--- src/rtl/rv_trace_pkg.sv ---
// Shared types, decoder and (with RV_DISASM_TRACE_EN) disassembly helpers for the RV32 trace stage.
package rv_trace_pkg;

  typedef enum logic [2:0] {
    OP_LUI     = 3'd0,
    OP_AUIPC   = 3'd1,
    OP_JAL     = 3'd2,
    OP_ADDI    = 3'd3,
    OP_ADD     = 3'd4,
    OP_ILLEGAL = 3'd5
  } op_t;

  typedef struct packed {
    logic [31:0] pc;
    op_t         op;
    logic [4:0]  rd;
    logic [4:0]  rs1;
    logic [4:0]  rs2;
    logic [31:0] imm;
  } trace_rec_t;

  localparam logic [6:0] OPC_LUI   = 7'b0110111;
  localparam logic [6:0] OPC_AUIPC = 7'b0010111;
  localparam logic [6:0] OPC_JAL   = 7'b1101111;
  localparam logic [6:0] OPC_OPIMM = 7'b0010011;
  localparam logic [6:0] OPC_OP    = 7'b0110011;

  function automatic trace_rec_t decode(input logic [31:0] pc, input logic [31:0] insn);
    trace_rec_t r;
    r = '0;
    r.pc = pc;
    r.op = OP_ILLEGAL;
    case (insn[6:0])
      OPC_LUI: begin
        r.op  = OP_LUI;
        r.rd  = insn[11:7];
        r.imm = {insn[31:12], 12'b0};
      end
      OPC_AUIPC: begin
        r.op  = OP_AUIPC;
        r.rd  = insn[11:7];
        r.imm = {insn[31:12], 12'b0};
      end
      OPC_JAL: begin
        r.op  = OP_JAL;
        r.rd  = insn[11:7];
        r.imm = {{11{insn[31]}}, insn[31], insn[19:12], insn[20], insn[30:21], 1'b0};
      end
      OPC_OPIMM: begin
        if (insn[14:12] == 3'b000) begin
          r.op  = OP_ADDI;
          r.rd  = insn[11:7];
          r.rs1 = insn[19:15];
          r.imm = {{20{insn[31]}}, insn[31:20]};
        end
      end
      OPC_OP: begin
        if (insn[14:12] == 3'b000 && insn[31:25] == 7'b0000000) begin
          r.op  = OP_ADD;
          r.rd  = insn[11:7];
          r.rs1 = insn[19:15];
          r.rs2 = insn[24:20];
        end
      end
      default: ;
    endcase
    return r;
  endfunction

`ifdef RV_DISASM_TRACE_EN
  localparam string REG_ABI [0:31] = '{
    "zero", "ra", "sp", "gp", "tp", "t0", "t1", "t2",
    "s0", "s1", "a0", "a1", "a2", "a3", "a4", "a5",
    "a6", "a7", "s2", "s3", "s4", "s5", "s6", "s7",
    "s8", "s9", "s10", "s11", "t3", "t4", "t5", "t6"};

  localparam string REG_NUM [0:31] = '{
    "x0", "x1", "x2", "x3", "x4", "x5", "x6", "x7",
    "x8", "x9", "x10", "x11", "x12", "x13", "x14", "x15",
    "x16", "x17", "x18", "x19", "x20", "x21", "x22", "x23",
    "x24", "x25", "x26", "x27", "x28", "x29", "x30", "x31"};

  function automatic string reg_name(input logic [4:0] idx, input bit abi);
    return abi ? REG_ABI[idx] : REG_NUM[idx];
  endfunction

  function automatic string disasm(input trace_rec_t r, input bit abi);
    string mn;
    string ops;
    mn  = "";
    ops = "";
    case (r.op)
      OP_LUI:   begin mn = "lui";   ops = $sformatf("%s, 0x%08x", reg_name(r.rd, abi), r.imm); end
      OP_AUIPC: begin mn = "auipc"; ops = $sformatf("%s, 0x%08x", reg_name(r.rd, abi), r.imm); end
      OP_JAL:   begin mn = "jal";   ops = $sformatf("%s, 0x%08x", reg_name(r.rd, abi), r.imm); end
      OP_ADDI:  begin
        mn  = "addi";
        ops = $sformatf("%s, %s, 0x%08x", reg_name(r.rd, abi), reg_name(r.rs1, abi), r.imm);
      end
      OP_ADD:   begin
        mn  = "add";
        ops = $sformatf("%s, %s, %s", reg_name(r.rd, abi), reg_name(r.rs1, abi),
                        reg_name(r.rs2, abi));
      end
      default:  return "illegal";
    endcase
    while (mn.len() < 6) mn = {mn, " "};
    return {mn, ops};
  endfunction
`endif

endpackage

--- src/rtl/rv_trace_fifo.sv ---
// DEPTH-entry synchronous FIFO of decoded trace records; no bypass in either direction.
module rv_trace_fifo
  import rv_trace_pkg::*;
#(
  parameter int DEPTH = 4,
  localparam int AW = $clog2(DEPTH)
) (
  input  logic        clk,
  input  logic        rst,
  input  logic        push,
  input  logic        pop,
  input  trace_rec_t  wdata,
  output trace_rec_t  rdata,
  output logic        full,
  output logic        empty,
  output logic [AW:0] count
);

  localparam logic [AW:0] FULL_CNT = (AW + 1)'(DEPTH);

  trace_rec_t    mem [DEPTH];
  logic [AW-1:0] wr_ptr;
  logic [AW-1:0] rd_ptr;
  logic          do_push;
  logic          do_pop;

  assign full    = (count == FULL_CNT);
  assign empty   = (count == '0);
  assign do_push = push && !full;
  assign do_pop  = pop && !empty;
  assign rdata   = mem[rd_ptr];

  always_ff @(posedge clk) begin
    if (do_push && !rst) mem[wr_ptr] <= wdata;
  end

  always_ff @(posedge clk) begin
    if (rst) begin
      wr_ptr <= '0;
      rd_ptr <= '0;
      count  <= '0;
    end else begin
      if (do_push) wr_ptr <= wr_ptr + 1'b1;
      if (do_pop)  rd_ptr <= rd_ptr + 1'b1;
      case ({do_push, do_pop})
        2'b10:   count <= count + 1'b1;
        2'b01:   count <= count - 1'b1;
        default: count <= count;
      endcase
    end
  end

endmodule

--- src/rtl/rv_disasm_trace.sv ---
// Buffered RV32 trace decoder: decode on push, FIFO of records, pop statistics.
// Define RV_DISASM_TRACE_EN to print one disassembly line per popped record.
module rv_disasm_trace
  import rv_trace_pkg::*;
#(
  parameter int DEPTH     = 4,
  parameter int ABI_NAMES = 1,
  parameter int CNT_W     = 16
) (
  input  logic             clk,
  input  logic             rst,
  input  logic             in_valid,
  output logic             in_ready,
  input  logic [31:0]      in_pc,
  input  logic [31:0]      in_insn,
  output logic             out_valid,
  input  logic             out_ready,
  output logic [31:0]      out_pc,
  output op_t              out_op,
  output logic [4:0]       out_rd,
  output logic [4:0]       out_rs1,
  output logic [4:0]       out_rs2,
  output logic [31:0]      out_imm,
  output logic [CNT_W-1:0] decoded_cnt,
  output logic [CNT_W-1:0] illegal_cnt
);

  if (DEPTH < 2 || (DEPTH & (DEPTH - 1)) != 0 || ABI_NAMES < 0 || ABI_NAMES > 1) begin : g_bad_cfg
    $error("rv_disasm_trace: DEPTH must be a power of two >= 2 and ABI_NAMES 0 or 1");
  end

  trace_rec_t                 push_rec;
  trace_rec_t                 head;
  trace_rec_t                 shown;
  logic                       full;
  logic                       empty;
  logic [$clog2(DEPTH):0]     fill_cnt;
  logic                       do_pop;

  assign push_rec = decode(in_pc, in_insn);

  rv_trace_fifo #(.DEPTH(DEPTH)) u_fifo (
    .clk   (clk),
    .rst   (rst),
    .push  (in_valid),
    .pop   (out_ready),
    .wdata (push_rec),
    .rdata (head),
    .full  (full),
    .empty (empty),
    .count (fill_cnt)
  );

  assign in_ready  = !full;
  assign out_valid = !empty;
  assign do_pop    = out_valid && out_ready;

  // Zero the fields while empty so stale or uninitialised storage never leaks out.
  assign shown   = empty ? '0 : head;
  assign out_pc  = shown.pc;
  assign out_op  = shown.op;
  assign out_rd  = shown.rd;
  assign out_rs1 = shown.rs1;
  assign out_rs2 = shown.rs2;
  assign out_imm = shown.imm;

  always_ff @(posedge clk) begin
    if (rst) begin
      decoded_cnt <= '0;
      illegal_cnt <= '0;
    end else if (do_pop) begin
      decoded_cnt <= decoded_cnt + 1'b1;
      if (head.op == OP_ILLEGAL) illegal_cnt <= illegal_cnt + 1'b1;
    end
  end

  always_ff @(posedge clk) begin
    if (!rst) assert (empty == (fill_cnt == '0));
  end

`ifdef RV_DISASM_TRACE_EN
  always_ff @(posedge clk) begin
    if (!rst && do_pop) $display("PC: 0x%08x: %s", head.pc, disasm(head, ABI_NAMES != 0));
  end
`endif

endmodule

--- config.mk ---
export PLATFORM = sky130hd
export DESIGN_NAME = rv_disasm_trace
export DESIGN_NICKNAME = d
export VERILOG_FILES = /design/src/rtl/rv_trace_pkg.sv /design/src/rtl/rv_trace_fifo.sv /design/src/rtl/rv_disasm_trace.sv
export SDC_FILE = /design/constraint.sdc
export NUM_CORES = 1
export LEC_CHECK = 0
export ABC_AREA = 1
export CAP_MARGIN = 25
export CORE_ASPECT_RATIO = 0.8
export CORE_MARGIN = 2
export CORE_UTILIZATION = 30
export CTS_CLUSTER_DIAMETER = 100
export DETAILED_ROUTE_END_ITERATION = 7
export PLACE_DENSITY = 0.52
export REMOVE_ABC_BUFFERS = 1
export SLEW_MARGIN = 20
export SYNTH_ARGS = -nofsm -noshare
export SYNTH_HDL_FRONTEND = slang
export SYNTH_HIERARCHICAL = 1
export SYNTH_SLANG_ARGS = --single-unit
--- constraint.sdc ---
create_clock -name clk -period 6.5 [get_ports clk]
set_input_delay 0.65 -clock clk [delete_from_list [all_inputs] [get_ports clk]]
set_output_delay 0.65 -clock clk [all_outputs]
set_load 0.01 [all_outputs]
==> results.cfg <==
[clock_network]
cts_max_level = 2
cts_buffers = 41
cts_root_buf = clkbuf_16
postCtsSetupBuffers = 0
clk_pin_slew_ns = 0.06
clock_path_buffers = 3
cts_resized = 0
cts_num_sinks = 369
cts_tree = yes
hold_buffers = 0
clock_latency_ns = 0.54

[global_route]
grt_pass1_vias = 10600
grt_pass1_wl_mm = 60.9
antenna_found_initial = 0
grt_use_total = 0.143
overflow = 0
grt_max_degree = 118

[timing]
hold_viol = 0
max_freq_ghz = 0.237
setup_ws_ns = 2.29
setup_tns_ns = 0
finalCritPeriodShare = 0.648
rsz0062_at_grt = false
fin_crit_ns = 4.21
maxSlewViolCount = 0
setup_viol = 0
clock_skew_ns = 0.0134
relSlewSlack = 0.263
worst_pin_slew_ns = 1.11

[placement]
place_hpwl_mm = 23.8
port_buffers = 183
dpl_cell_area_um2 = 18100
routabilityCongestion = 0.779
dp_slack_ns = 2.61

[floorplanning]
initial_core_util = 0.306
die-area_um2 = 54200
io_pins = 184
fp-row-count = 74
die_height_um = 209
core_um2 = 51400
die_w_um = 260

[power_and_ir_drop]
powerDensity_nw_per_um2 = 370
p_leak_nw = 6.94
vdd_ir_drop_max_mv = 0.176

[worst_hold_path]
hold_path.class = flop to flop
hold_start = u_fifo/rd_ptr[0]
holdPathEnd = u_fifo/rd_ptr[0]
hold_depth = 2

[logic_synthesis]
ys_types = 33
seq_area_frac_synth = 0.679
yosysWarningCount = 6
netlist_area_um2 = 15700
ys_ff_latch = 369
syn-instance-count = 1432
syn_area_per_cell_um2 = 11.0

[outcome]
status = completed

[final_layout]
utilization = 0.378
fillCellCount = 5010
syn2layout_area_growth_pct = 23.5
multi_input_area_um2 = 4000
ff_latch_area_um2 = 10700
final_area_um2 = 19400
drive_gt1_frac = 0.0838
nets = 1679
antenna_cells = 0

[worst_setup_path]
worst-path-max-fanout = 117
reg2regPathDepth = 12
start_kind = flop
critical_path_arrival_ns = 3.56
r2r-end = illegal_cnt[10]
path_class = flop to output port
required_ns = 5.85
endpoint_kind = output port
reg2reg_slack_ns = 3.15

[detailed_routing]
drt_wl_total_mm = 39.5
ant_nets = 0
vias = 10800
drc_errors = 0
firstDrtPassIters = 7
via_per_inst = 4.64
drtIter0Drc = 684
wl_per_cell_um = 17.0

[job]
max_cap_viol_count = 0
## metrics by stage
stage          cells  total power [W]  hold WS (ns)
2_1_floorplan   1363          0.00392         0.448
3_3_place_gp    2241          0.00508         0.463
3_5_place_dp    2241          0.00509         0.481
4_1_cts         2315          0.00728         0.496
5_1_grt         2318          0.00758         0.528
6_report        2318          0.00718         0.488
## metal layers
layer / up-vias / track usage / wire length, µm
li1: 5264 / - / -
met1: 5177 / 0.203 / 18700
met2: 260 / 0.227 / 18100
met3: 54 / 0.0240 / 2000
met4: 0 / 0.0361 / 692
met5: - / 0 / 0
## flip-flops by register name, indices dropped and copies added (netlist names), named ones only
name	flops
illegal_cnt	16
u_fifo/rd_ptr	2
u_fifo/wr_ptr	2
u_fifo/mem	328
u_fifo/count	3
decoded_cnt	16
## layout by cell type (no fill, tap or decap), drive strengths merged
master         count
nor2             341
edfxtp           328
o21ai            197
clkdlybuf4s50    183
inv              169
nand2            122
o22ai             82
clkbuf            49
dfxtp             41
nand3             32
a21oi             20
clkinv            18
buf               14
nor3              10
nand4              8
ha                 7
o21bai             3
clkinvlp           3
and3               2
bufinv             2
xnor2              1
nand3b             1
fa                 1
## layout make-up
type | count | area share
multi-input combinational | 827 | 0.206
sequential | 369 | 0.550
clock buffer | 49 | 0.0544
clock inverter | 25 | 0.00967
tap | 684 | 0.0441
timing repair buffer | 197 | 0.103
inverter | 167 | 0.0328
## synth_stat cells
cell type	count	area, µm²
nand4_1	8	50.1
nor3_1	9	45.0
nand2_1	117	439
nand2_4	3	33.8
nor3_4	1	16.3
o21ai_2	26	228
nor2_2	6	37.5
buf_2	22	110
buf_12	1	20.0
clkbuf_1	23	86.3
ha_1	7	87.6
o22ai_1	80	500
buf_4	9	67.6
nor2_1	332	1250
nand2_2	2	12.5
a21oi_1	20	100
nor2_4	3	33.8
o22ai_2	2	25.0
nand3_1	27	135
nand3b_1	1	7.51
edfxtp_1	328	9850
o21ai_0	108	541
and3_1	2	12.5
dfxtp_1	41	821
inv_1	157	589
fa_1	1	20.0
xnor2_1	1	8.76
inv_4	1	6.26
buf_6	14	158
o21ai_1	63	315
inv_2	9	33.8
nand3_2	5	50.1
o21bai_1	3	22.5
## logic make-up after synthesis
kind of cell / Yosys count / synth area share
DFF: 369 / 0.679
buffers and inverters: 236 / 0.0682
xor gates and xnor gates: 1 / 0.000558
adders and majority gates: 8 / 0.00685
AOI/OAI and AO/OA: 302 / 0.110
and+or+nand+nor: 516 / 0.135
## critical path: stages (launching register included)
cell,delay (ns)
dfxtp_4,0.55
inv_6,0.73
buf_4,0.62
nor2_1,0.08
o22ai_1,0.25
inv_1,0.07
nor2_1,0.09
clkdlybuf4s50_1,0.55
## where the power goes
part	internal, W	leakage [nW]	switching [W]
registers	0.00270	3.25	0.0000885
logic	0.000972	3.08	0.00126
clock network	0.00124	0.605	0.000921
## how the worst max path moves through the flow
stage                     from                 to  slack, ns  depth (start not counted)
final                     flop        out_imm[15]       2.29                          7
after global routing      flop        out_imm[25]       1.97                          7
after CTS                 flop          out_op[0]       2.12                          6
after detailed placement   rst  u_fifo/mem[0][37]       2.61                          5
after global placement     rst  u_fifo/mem[0][37]       2.65                          5
after floorplan           flop    illegal_cnt[10]       1.04                         11
No activity file was read; power rests on OpenSTA's default activity.
==> patch: new RTL, config.mk and constraints unchanged <==
Change the parameter `CNT_W` from 16 to 32.
--- a/src/rtl/rv_disasm_trace.sv
+++ b/src/rtl/rv_disasm_trace.sv
@@ -6,5 +6,5 @@
   parameter int DEPTH     = 4,
   parameter int ABI_NAMES = 1,
-  parameter int CNT_W     = 16
+  parameter int CNT_W     = 32
 ) (
   input  logic             clk,
Interface: changed (resized decoded_cnt and illegal_cnt); port bits go from 184 to 216. No check against the original RTL was run, so the function may have changed too.
==> patch against the unedited design <==
  * Wire length rose by 16%
  * Cell area up 12%
  * Setup slack got worse by 0.18 ns
  * Non-clock buffer count grew 32
  * Area after synthesis up 11%
  * Clock skew about the same
  * Sequential cell count grew 32
  * Total power is 7.7% higher
  * Critical endpoint is now out_imm[19]
  * Largest cell class unchanged
  * Highest routed layer unchanged
==> patch: results (changes against the unedited design) <==
[finish]
nets=1953  ; +16%
largestRegisters=u_fifo/mem (328), decoded_cnt (32), illegal_cnt (32)
drive_above_1_share_pct=8.054  ; -0.33 points

[power_and_ir_drop]
irDropWorstVdd_mv=0.2189  ; +25%
switchingPower_w=0.002399  ; +5.7%
clk-power_w=0.00249  ; +15%
p_seq_share_pct=38.7  ; about the same
totalPowerFinal_w=0.007736  ; +7.7%
leakage_nw=7.714  ; +11%

[grt]
use_met1_pct=21.21  ; +0.89 points
grt_max_degree=120  ; +1.7%
grt_pass1_wl_mm=69.41  ; +14%
met3_usage_pct=2.331  ; -0.071 points
grt_use_met2_pct=23.81  ; +1.1 points
grt_use_total_pct=14.96  ; +0.63 points
antenna_found_initial=1  ; +1
grt_pass1_vias=11670  ; +10%

[routing]
wire_per_inst_um=17.19  ; +0.90%
wl_met2_mm=21.17  ; +17%
drt_iter0_drc=833  ; +22%
wl_met3_mm=2.010  ; +0.65%
wl_met1_mm=22.04  ; +18%
dr.pass1.iters=5  ; -2
routed_wl_mm=45.96  ; +16%

[timing]
whs_ns=0.4819  ; -0.005965 ns
period_minus_slack_ns=4.387  ; +0.1751 ns

[worst_hold_path]
min_from=decoded_cnt[6]$_SDFFE_PP0P_

[placed_design]
placedCellCount=2590  ; +16%
portBuffers=215  ; +17%
gp_congestion=0.8270  ; +6.2%
place_ws_ns=2.479  ; -0.1337 ns
placed_area_um2=20230  ; +12%
place_hpwl_mm=28.36  ; +19%

[run_status]
outcome=completed

[synthesis]
netlist_instances=1672  ; +17%
synth_compound_area_share_pct=10.73  ; -0.30 points
synthAdderAreaFrac_pct=0.6192  ; -0.066 points
synth_xor_area_share_pct=0.1008  ; +0.045 points
netlist_area_um2=17380  ; +11%
yosysSeqAreaShare_pct=65.08  ; -2.8 points

[setup_path]
slowest_delay_ns=0.79  ; +0.06 ns
startpoint_type=flip-flop
r2r_slack_ns=3.14  ; about the same

[cts]
cts_buffers=44  ; +7.3%

[patch: cell count changes after synthesis, moves of 24 or more]
cell     unedited run  this run
nor2_1            332       369
inv_1             157       187
a21oi_1            20        44
dfxtp_1            41        73
nand2_1           117       156
[patch: worst paths after layout]
check                                                     to  cells past startpoint
worst max-delay path                             out_imm[19]                      7
worst min register to register   decoded_cnt[6]$_SDFFE_PP0P_                      2
worst min-delay path             decoded_cnt[6]$_SDFFE_PP0P_                      2
worst max register to register  illegal_cnt[21]$_SDFFE_PP0P_                     12
[patch: layout make-up]
type | count | area (um^2)
Multi-Input combinational cell | 1005 | 4931
Timing Repair Buffer | 229 | 2306
Clock inverter | 23 | 200.2
Tap cell | 760 | 950.9
Inverter | 196 | 745.7
Sequential cell | 401 | 11320
Antenna cell | 1 | 2.502
Clock buffer | 58 | 1250
Fill cell | 5530 | 35290
